### config.mk
export PLATFORM = sky130hd
export DESIGN_NAME = uart_bram_loader_flat
export DESIGN_NICKNAME = d
export VERILOG_FILES = /design/src/rtl/uart_bram_loader_if.sv /design/src/rtl/uart_bram_loader.sv /design/src/flat_wrapper.sv
export SDC_FILE = /design/constraint.sdc
export NUM_CORES = 1
export LEC_CHECK = 0
export ABC_AREA = 1
export BUFFER_PORTS_ARGS = -buffer_cell sky130_fd_sc_hd__buf_2
export CAP_MARGIN = 40
export CORE_MARGIN = 2
export CORE_UTILIZATION = 45
export CTS_CLUSTER_SIZE = 40
export DETAILED_ROUTE_END_ITERATION = 8
export SLEW_MARGIN = 5
export SYNTH_ARGS = -nofsm -noshare
export SYNTH_HDL_FRONTEND = slang
export SYNTH_SLANG_ARGS = --single-unit
### constraint.sdc
create_clock -name clk -period 1.9 [get_ports clk]
set_input_delay 0.285 -clock clk [delete_from_list [all_inputs] [get_ports clk]]
set_output_delay 0.285 -clock clk [all_outputs]
set_load 0.02 [all_outputs]
### src/rtl/uart_bram_loader_if.sv
// BRAM write-port bundle driven by the UART loader.
// The master side drives a single-cycle write strobe with its address and data.
interface uart_bram_loader_if #(
  parameter int ADDR_WIDTH = 13,
  parameter int DATA_WIDTH = 32
);
  logic                  we;
  logic [ADDR_WIDTH-1:0] addr;
  logic [DATA_WIDTH-1:0] din;

  modport master (output we, output addr, output din);
  modport slave  (input  we, input  addr, input  din);
endinterface

### src/rtl/uart_bram_loader.sv
// UART receiver plus packet parser that writes 32-bit words into a BRAM.
// Packets: 'W' addr_hi addr_lo d0 d1 d2 d3  or  'N' d0 d1 d2 d3 (next address).
// Data bytes are little-endian; a framing error aborts any packet in progress.
module uart_bram_loader #(
  parameter int BOARD_CK   = 32000000,
  parameter int BAUD       = 115200,
  parameter int ADDR_WIDTH = 13,
  parameter int DATA_WIDTH = 32
) (
  input  logic                 clk,
  input  logic                 reset,
  input  logic                 rx,
  uart_bram_loader_if.master   bram,
  output logic                 frame_err,
  output logic [15:0]          wr_count
);

  localparam int CLKS_PER_BIT = BOARD_CK / BAUD;
  localparam int HALF         = CLKS_PER_BIT / 2;
  localparam int CNT_W        = $clog2(CLKS_PER_BIT + 1);

  localparam logic [CNT_W-1:0] BIT_LAST  = CNT_W'(CLKS_PER_BIT - 1);
  localparam logic [CNT_W-1:0] HALF_LAST = CNT_W'(HALF - 1);
  localparam logic [CNT_W-1:0] CNT_ONE   = CNT_W'(1);

  localparam logic [7:0] CMD_WRITE = 8'h57;
  localparam logic [7:0] CMD_NEXT  = 8'h4E;

  typedef enum logic [1:0] {R_IDLE, R_START, R_DATA, R_STOP} rx_state_t;
  typedef enum logic [2:0] {P_IDLE, P_AH, P_AL, P_DATA, P_WRITE} pkt_state_t;

  logic                  rx_meta;
  logic                  rx_sync;

  rx_state_t             rx_state;
  logic [CNT_W-1:0]      clk_cnt;
  logic [2:0]            bit_idx;
  logic [7:0]            shreg;
  logic                  byte_valid;
  logic                  stop_wait;

  pkt_state_t            pkt_state;
  logic [7:0]            addr_hi;
  logic [ADDR_WIDTH-1:0] pend_addr;
  logic [1:0]            byte_cnt;
  logic [DATA_WIDTH-9:0] data_sr;

  // Two-flop synchronizer for the asynchronous rx line; idles high.
  always_ff @(posedge clk) begin
    if (!reset) begin
      rx_meta <= 1'b1;
      rx_sync <= 1'b1;
    end else begin
      rx_meta <= rx;
      rx_sync <= rx_meta;
    end
  end

  // Receive FSM: mid-bit sampling, 8N1, LSB first; a bad stop bit waits for idle.
  always_ff @(posedge clk) begin
    if (!reset) begin
      rx_state   <= R_IDLE;
      clk_cnt    <= '0;
      bit_idx    <= '0;
      shreg      <= '0;
      byte_valid <= 1'b0;
      frame_err  <= 1'b0;
      stop_wait  <= 1'b0;
    end else begin
      byte_valid <= 1'b0;
      frame_err  <= 1'b0;
      case (rx_state)
        R_IDLE: begin
          if (!rx_sync) begin
            rx_state <= R_START;
            clk_cnt  <= '0;
            bit_idx  <= '0;
          end
        end
        R_START: begin
          if (clk_cnt == HALF_LAST) begin
            clk_cnt  <= '0;
            bit_idx  <= '0;
            rx_state <= rx_sync ? R_IDLE : R_DATA;
          end else begin
            clk_cnt <= clk_cnt + CNT_ONE;
          end
        end
        R_DATA: begin
          if (clk_cnt == BIT_LAST) begin
            clk_cnt <= '0;
            shreg   <= {rx_sync, shreg[7:1]};
            if (bit_idx == 3'd7) begin
              rx_state <= R_STOP;
            end else begin
              bit_idx <= bit_idx + 3'd1;
            end
          end else begin
            clk_cnt <= clk_cnt + CNT_ONE;
          end
        end
        R_STOP: begin
          if (stop_wait) begin
            if (rx_sync) begin
              stop_wait <= 1'b0;
              rx_state  <= R_IDLE;
            end
          end else if (clk_cnt == BIT_LAST) begin
            clk_cnt <= '0;
            if (rx_sync) begin
              byte_valid <= 1'b1;
              rx_state   <= R_IDLE;
            end else begin
              frame_err <= 1'b1;
              stop_wait <= 1'b1;
            end
          end else begin
            clk_cnt <= clk_cnt + CNT_ONE;
          end
        end
        default: rx_state <= R_IDLE;
      endcase
    end
  end

  // Packet FSM: parses commands, assembles the word, issues a one-cycle write.
  always_ff @(posedge clk) begin
    if (!reset) begin
      pkt_state <= P_IDLE;
      addr_hi   <= '0;
      pend_addr <= '0;
      byte_cnt  <= '0;
      data_sr   <= '0;
      bram.we   <= 1'b0;
      bram.addr <= '0;
      bram.din  <= '0;
      wr_count  <= '0;
    end else begin
      bram.we <= 1'b0;
      if (frame_err && (pkt_state != P_IDLE)) begin
        pkt_state <= P_IDLE;
      end else begin
        case (pkt_state)
          P_IDLE: begin
            if (byte_valid) begin
              if (shreg == CMD_WRITE) begin
                pkt_state <= P_AH;
              end else if (shreg == CMD_NEXT) begin
                pend_addr <= bram.addr + ADDR_WIDTH'(1);
                byte_cnt  <= '0;
                pkt_state <= P_DATA;
              end
            end
          end
          P_AH: begin
            if (byte_valid) begin
              addr_hi   <= shreg;
              pkt_state <= P_AL;
            end
          end
          P_AL: begin
            if (byte_valid) begin
              pend_addr <= ADDR_WIDTH'({addr_hi, shreg});
              byte_cnt  <= '0;
              pkt_state <= P_DATA;
            end
          end
          P_DATA: begin
            if (byte_valid) begin
              if (byte_cnt == 2'd3) begin
                bram.we   <= 1'b1;
                bram.addr <= pend_addr;
                bram.din  <= {shreg, data_sr};
                wr_count  <= wr_count + 16'd1;
                pkt_state <= P_WRITE;
              end else begin
                case (byte_cnt)
                  2'd0:    data_sr[7:0]   <= shreg;
                  2'd1:    data_sr[15:8]  <= shreg;
                  default: data_sr[23:16] <= shreg;
                endcase
                byte_cnt <= byte_cnt + 2'd1;
              end
            end
          end
          P_WRITE: pkt_state <= P_IDLE;
          default: pkt_state <= P_IDLE;
        endcase
      end
    end
  end

endmodule
### src/flat_wrapper.sv
// flat-port wrapper written by rule: the top's interface ports become plain ports
module uart_bram_loader_flat 
#(
  parameter int BOARD_CK   = 32000000,
  parameter int BAUD       = 115200,
  parameter int ADDR_WIDTH = 13,
  parameter int DATA_WIDTH = 32
)
  (clk, reset, rx, frame_err, wr_count, bram_we, bram_addr, bram_din);
  uart_bram_loader_if #(.ADDR_WIDTH(ADDR_WIDTH), .DATA_WIDTH(DATA_WIDTH)) bram_i ();
  input  logic clk;
  input  logic reset;
  input  logic rx;
  output logic frame_err;
  output logic [15:0] wr_count;
  output wire logic [$bits(bram_i.we)-1:0] bram_we;
  output wire logic [$bits(bram_i.addr)-1:0] bram_addr;
  output wire logic [$bits(bram_i.din)-1:0] bram_din;
  assign bram_we = bram_i.we;
  assign bram_addr = bram_i.addr;
  assign bram_din = bram_i.din;
  uart_bram_loader #(.BOARD_CK(BOARD_CK), .BAUD(BAUD), .ADDR_WIDTH(ADDR_WIDTH), .DATA_WIDTH(DATA_WIDTH)) u_core (.clk(clk), .reset(reset), .rx(rx), .bram(bram_i), .frame_err(frame_err), .wr_count(wr_count));
endmodule
=== Word level (Yosys, flattened, before mapping) ===
Cells that the tools add are included.

* Register bits after elaboration: 136
* Logic and storage cells: 131

* $add $sub $neg: 5
* Equality and inequality tests: 29
* Mux-type cells: 44
* Bitwise operators: 8
* Reduce and logical (&&, ||, !) cells: 25

{| class="wikitable"
|+ Operators by type and width
! kind !! count
|-
| two-way mux 13 bit || 4
|-
| two-way mux 9 bit || 4
|-
| one-hot mux 9 bit (4 select lines) || 1
|-
| two-way mux 3 bit || 11
|-
| two-way mux 2 bit || 14
|-
| one-hot mux 13 bit (2 select lines) || 1
|-
| AND reduction 5 bit || 5
|-
| inequality test 2 x 1 -> 1 bit, second input constant || 9
|-
| adder 16 x 1 -> 16 bit, second input constant || 1
|-
| equality test 8 x 7 -> 1 bit, second input constant || 2
|-
| adder 13 x 1 -> 13 bit, second input constant || 1
|-
| one-hot mux 3 bit (4 select lines) || 1
|-
| AND reduction 6 bit || 2
|-
| inequality test 2 bit, second input constant || 5
|-
| adder 9 x 1 -> 9 bit, second input constant || 1
|-
| equality test 9 x 8 -> 1 bit, second input constant || 1
|-
| equality test 9 bit, second input constant || 1
|-
| one-hot mux 3 bit (3 select lines) || 1
|-
| nonzero test 3 bit || 3
|-
| inverter 1 bit || 8
|-
| one-hot mux 2 bit (4 select lines) || 1
|-
| AND reduction 8 bit || 1
|-
| OR reduction 4 bit || 2
|-
| equality test 2 bit, second input constant || 3
|-
| 18 further kinds || 28
|}

=== Depth between registers and ports, before layout ===
* Depth in word-level cells: 5
* Gate-level depth with buffers: 11
* Mapped depth without buffers: 11

=== Least setup slack after synthesis ===
OpenSTA, ideal clock, no wires.

* Kind: register to register
* Start point: register u_core.wr_count[0]
* End point: register u_core.wr_count[9]
* Data arrival time: 1.361 ns
* Slack: 0.419 ns
* Cell stages (with the launch flop): 8
* Buffers on the path: 0
* Path through: dfxtp_1 inv_1 nor3_1 nand2_1 nor2_2 nand3_1 o21ai_0 a21oi_1

* Cells in the longest elaborated chain, start to end: 1

{| class="wikitable"
|+ Ends and longest elaborated chain
! item !! RTL line !! text
|-
| from (decl) || uart_bram_loader.sv:15 || <nowiki>output logic [15:0] wr_count</nowiki>
|-
| from (signal assigned) || uart_bram_loader.sv:174 || <nowiki>wr_count <= wr_count + 16'd1;</nowiki>
|-
| adder 16 x 1 -> 16 bit || uart_bram_loader.sv:174 ||
|}

Every way passes these cells.
A chain may end at the register's enable or synchronous reset.

=== Worst setup path after layout ===
* Start point: register u_core.byte_cnt[0]
* End point: register u_core.wr_count[10]

* Cells in the longest elaborated chain, start to end: 2

{| class="wikitable"
|+ Ends and longest elaborated chain
! item !! RTL line !! text
|-
| from (decl) || uart_bram_loader.sv:45 || <nowiki>logic [1:0] byte_cnt;</nowiki>
|-
| from (signal assigned) || uart_bram_loader.sv:182 || <nowiki>byte_cnt <= byte_cnt + 2'd1;</nowiki>
|-
| equality test 2 bit || uart_bram_loader.sv:170 || <nowiki>if (byte_cnt == 2'd3) begin</nowiki>
|-
| AND reduction 4 bit (no source line) || n/a ||
|}

Every way passes these cells.

==> impl_metrics.py <==
metrics = {
    "global_routing": {
        "antenna_found_initial": 0,
        "grt_pass1_vias": 5070,
        "grt_overflow": 0,
        "grt_pass1_wl_microns": 23900,
        "grt_usage_pct": 21.1,
        "grt_start_max_net_pins": 58,
    },
    "clock_network": {
        "cts_tree": "yes",
        "root_buffer": "clkbuf_16",
        "clockBufferDepth": 2,
        "ctsResizeCount": 0,
        "numCtsBuffers": 17,
        "htreeDepth": 4,
        "clkSinkCount": 136,
        "clk_latency_ns": 0.42,
        "post_cts_buffers": 0,
        "cts_hold_buf": 0,
        "clk_pin_slew_ns": 0.06,
    },
    "routing": {
        "routed_wl_microns": 14200,
        "wire_per_inst_microns": 13.7,
        "first_iter_violations": 399,
        "drc": 0,
        "firstDrtPassIters": 5,
        "postRouteAntennaNets": 0,
        "vias": 5294,
        "vias_per_cell": 5.11,
    },
    "floorplanning": {
        "rows": 41,
        "start_util_pct": 46.1,
        "ios": 66,
        "dieHeight_microns": 118,
        "die_x_microns": 118,
        "die_area_sq_um": 13900,
        "core-area_sq_um": 12700,
    },
    "cells_and_area": {
        "layout.nets": 864,
        "regArea_sq_um": 2720,
        "nFillCells": 1251,
        "area_delta_synth_final_pct": 19.1,
        "layout.cells.most_common": "nand2_1",
        "antennaDiodeCount": 0,
        "multi_input_area_sq_um": 2680,
        "final_core_util_pct": 54.9,
        "drive_above_1_share_pct": 17.4,
        "final_cell_mix": "178 x nand2_1, 136 x dfxtp_1, 107 x a21oi_1",
    },
    "sta": {
        "period_minus_slack_ns": 1.69,
        "timing.fmax_mhz": 592,
        "clock-skew-final_ns": 0.00676,
        "tightest_slew_ns": 0.443,
        "grt_setup_unrepaired": "no",
        "min_period_over_period_pct": 88.8,
        "slew_headroom_pct": 70.3,
        "tns_ns": 0,
        "maxSlewViolCount": 0,
        "hold_viol_final": 0,
        "setup_viol": 0,
    },
    "synthesis": {
        "synth.top_cell.area_share_pct": 46.6,
        "yosys_register_bits": 136,
        "synthFlopType": "dfxtp_1",
        "ys_async_sr_fraction_pct": 0,
        "yosysWarnings": 0,
        "syn-num-nets": 794,
        "synth_cell_types": 42,
        "syn_area_sq_um": 5840,
        "synth_top_cell_by_area": "dfxtp_1",
        "avgSynthCellArea_sq_um": 7.49,
        "syn_inst": 780,
        "synthTopCellsByArea": "dfxtp_1 47%, nand2_1 11%, a21oi_1 9.2%",
        "synth-edff-count": 0,
        "yosysSeqAreaShare_pct": 46.6,
    },
    "pwr": {
        "p_per_area_nw_per_um2": 901,
        "ir_drop_v": 0.000541,
        "p_leak_nw": 2.86,
    },
    "setup_path": {
        "end_kind": "flip-flop",
        "crit_required_ns": 2.21,
        "regToRegSetupSlack_ns": 0.21,
        "cp-start-kind": "flip-flop",
        "rr_worst_depth": 9,
        "rr_endpoint": "u_core.wr_count[10]",
        "critPathKind": "reg -> reg",
        "arrival_ns": 2.00,
        "r2r-start": "u_core.byte_cnt[0]",
        "crit_fanout": 13,
    },
    "place": {
        "dp_hpwl_microns": 9860,
        "io_buffers": 65,
        "place.gp.congestion": 0.870,
    },
    "hold_path": {
        "hp-start": "rx",
        "min-delay-path-class": "in -> reg",
        "min_to": "u_core.rx_meta",
        "hold_depth": 2,
    },
    "run": {
        "drv_cap": 0,
    },
    "outcome": {
        "outcome": "finished clean",
    },
}
synth_stat cells (4+ instances only):
cell / instances
nand2_1: 178
a31oi_1: 4
nor2_4: 5
o21ai_0: 80
inv_2: 7
dfxtp_1: 136
buf_6: 4
nand3_1: 23
a21oi_1: 107
inv_1: 63
buf_2: 11
nand4_1: 7
ha_1: 11
nand3_2: 5
nor2_1: 58
or2_2: 4
nor3_1: 20
o21ai_1: 6
clkbuf_1: 12
power by group:
group	switching, mW	internal [mW]
clock	1.34	1.83
combinational	0.147	0.0704
sequential	0.0226	2.87
registers in the layout, summed over array words and instances (netlist names), 2 cells and up, named ones only:
register and count:
u_core.byte_cnt 2, u_core.bram.addr 13, u_core.data_sr 24, u_core.wr_count 16, u_core.addr_hi 5, u_core.clk_cnt 9
u_core.bit_idx 3, u_core.pkt_state 3, u_core.pend_addr 13, u_core.bram.din 32, u_core.shreg 8
layout make-up:
cell class | instances | share of cell area, %
inverter | 72 | 3.90
sequential | 136 | 39.1
tap | 172 | 3.09
timing repair buffer | 82 | 7.23
clock buffer | 17 | 6.11
clock inverter | 15 | 2.03
multi-input combinational | 541 | 38.5
kinds of logic after synthesis:
logic type | count (synthesis) | share of synthesized area [%]
buffers and inverters | 103 | 7.51
flip-flops | 136 | 46.6
adder cells (fa/ha/maj) | 11 | 2.35
XOR/XNOR | 4 | 0.600
AO/OA/AOI/OAI | 208 | 18.5
AND/OR/NAND/NOR | 318 | 24.5
critical path, stage by stage, from the launching register on:
cell,delay [ns]
dfxtp_1,0.37
ha_1,0.18
nand2_1,0.09
inv_1,0.14
nand3_4,0.09
buf_4,0.19
nor3_2,0.19
nand2_1,0.10
o21ai_0,0.16
a21oi_1,0.05
routing by layer:
layer  up-vias  track usage (%)  wire length (microns)
li1       2716                -                      -
met1      2438             26.6                   6650
met2       130             35.1                   6880
met3        10             4.55                    501
met4         0             7.98                    127
met5         -                0                      0
stage by stage:
step / setup WS (ns) / std cells / power [mW] / hold slack (ns) / instance area (sq um)
after floorplan: 0.419 / 780 / 3.11 / 0.392 / 5840
after global placement: 0.239 / 1002 / 3.16 / 0.398 / 6370
after detailed placement: 0.221 / 1002 / 3.17 / 0.411 / 6370
after CTS: 0.204 / 1034 / 6.34 / 0.0406 / 6940
after global routing: 0.00144 / 1035 / 6.50 / 0.0454 / 6960
final: 0.212 / 1035 / 6.27 / 0.0580 / 6960
worst max path at each step:
stage                     slack, ns                from                   to  cells after the start
after floorplan                0.42  u_core.wr_count[0]   u_core.wr_count[9]                      7
after CTS                      0.20     u_core.shreg[6]  u_core.pend_addr[8]                      9
after global placement         0.24     u_core.shreg[6]  u_core.pend_addr[8]                      9
final                          0.21  u_core.byte_cnt[0]  u_core.wr_count[10]                      9
after detailed placement       0.22     u_core.shreg[6]  u_core.pend_addr[8]                      9
after global routing          0.001  u_core.byte_cnt[0]   u_core.wr_count[9]                      9
Note: power is estimated with default switching activity, not from simulation.
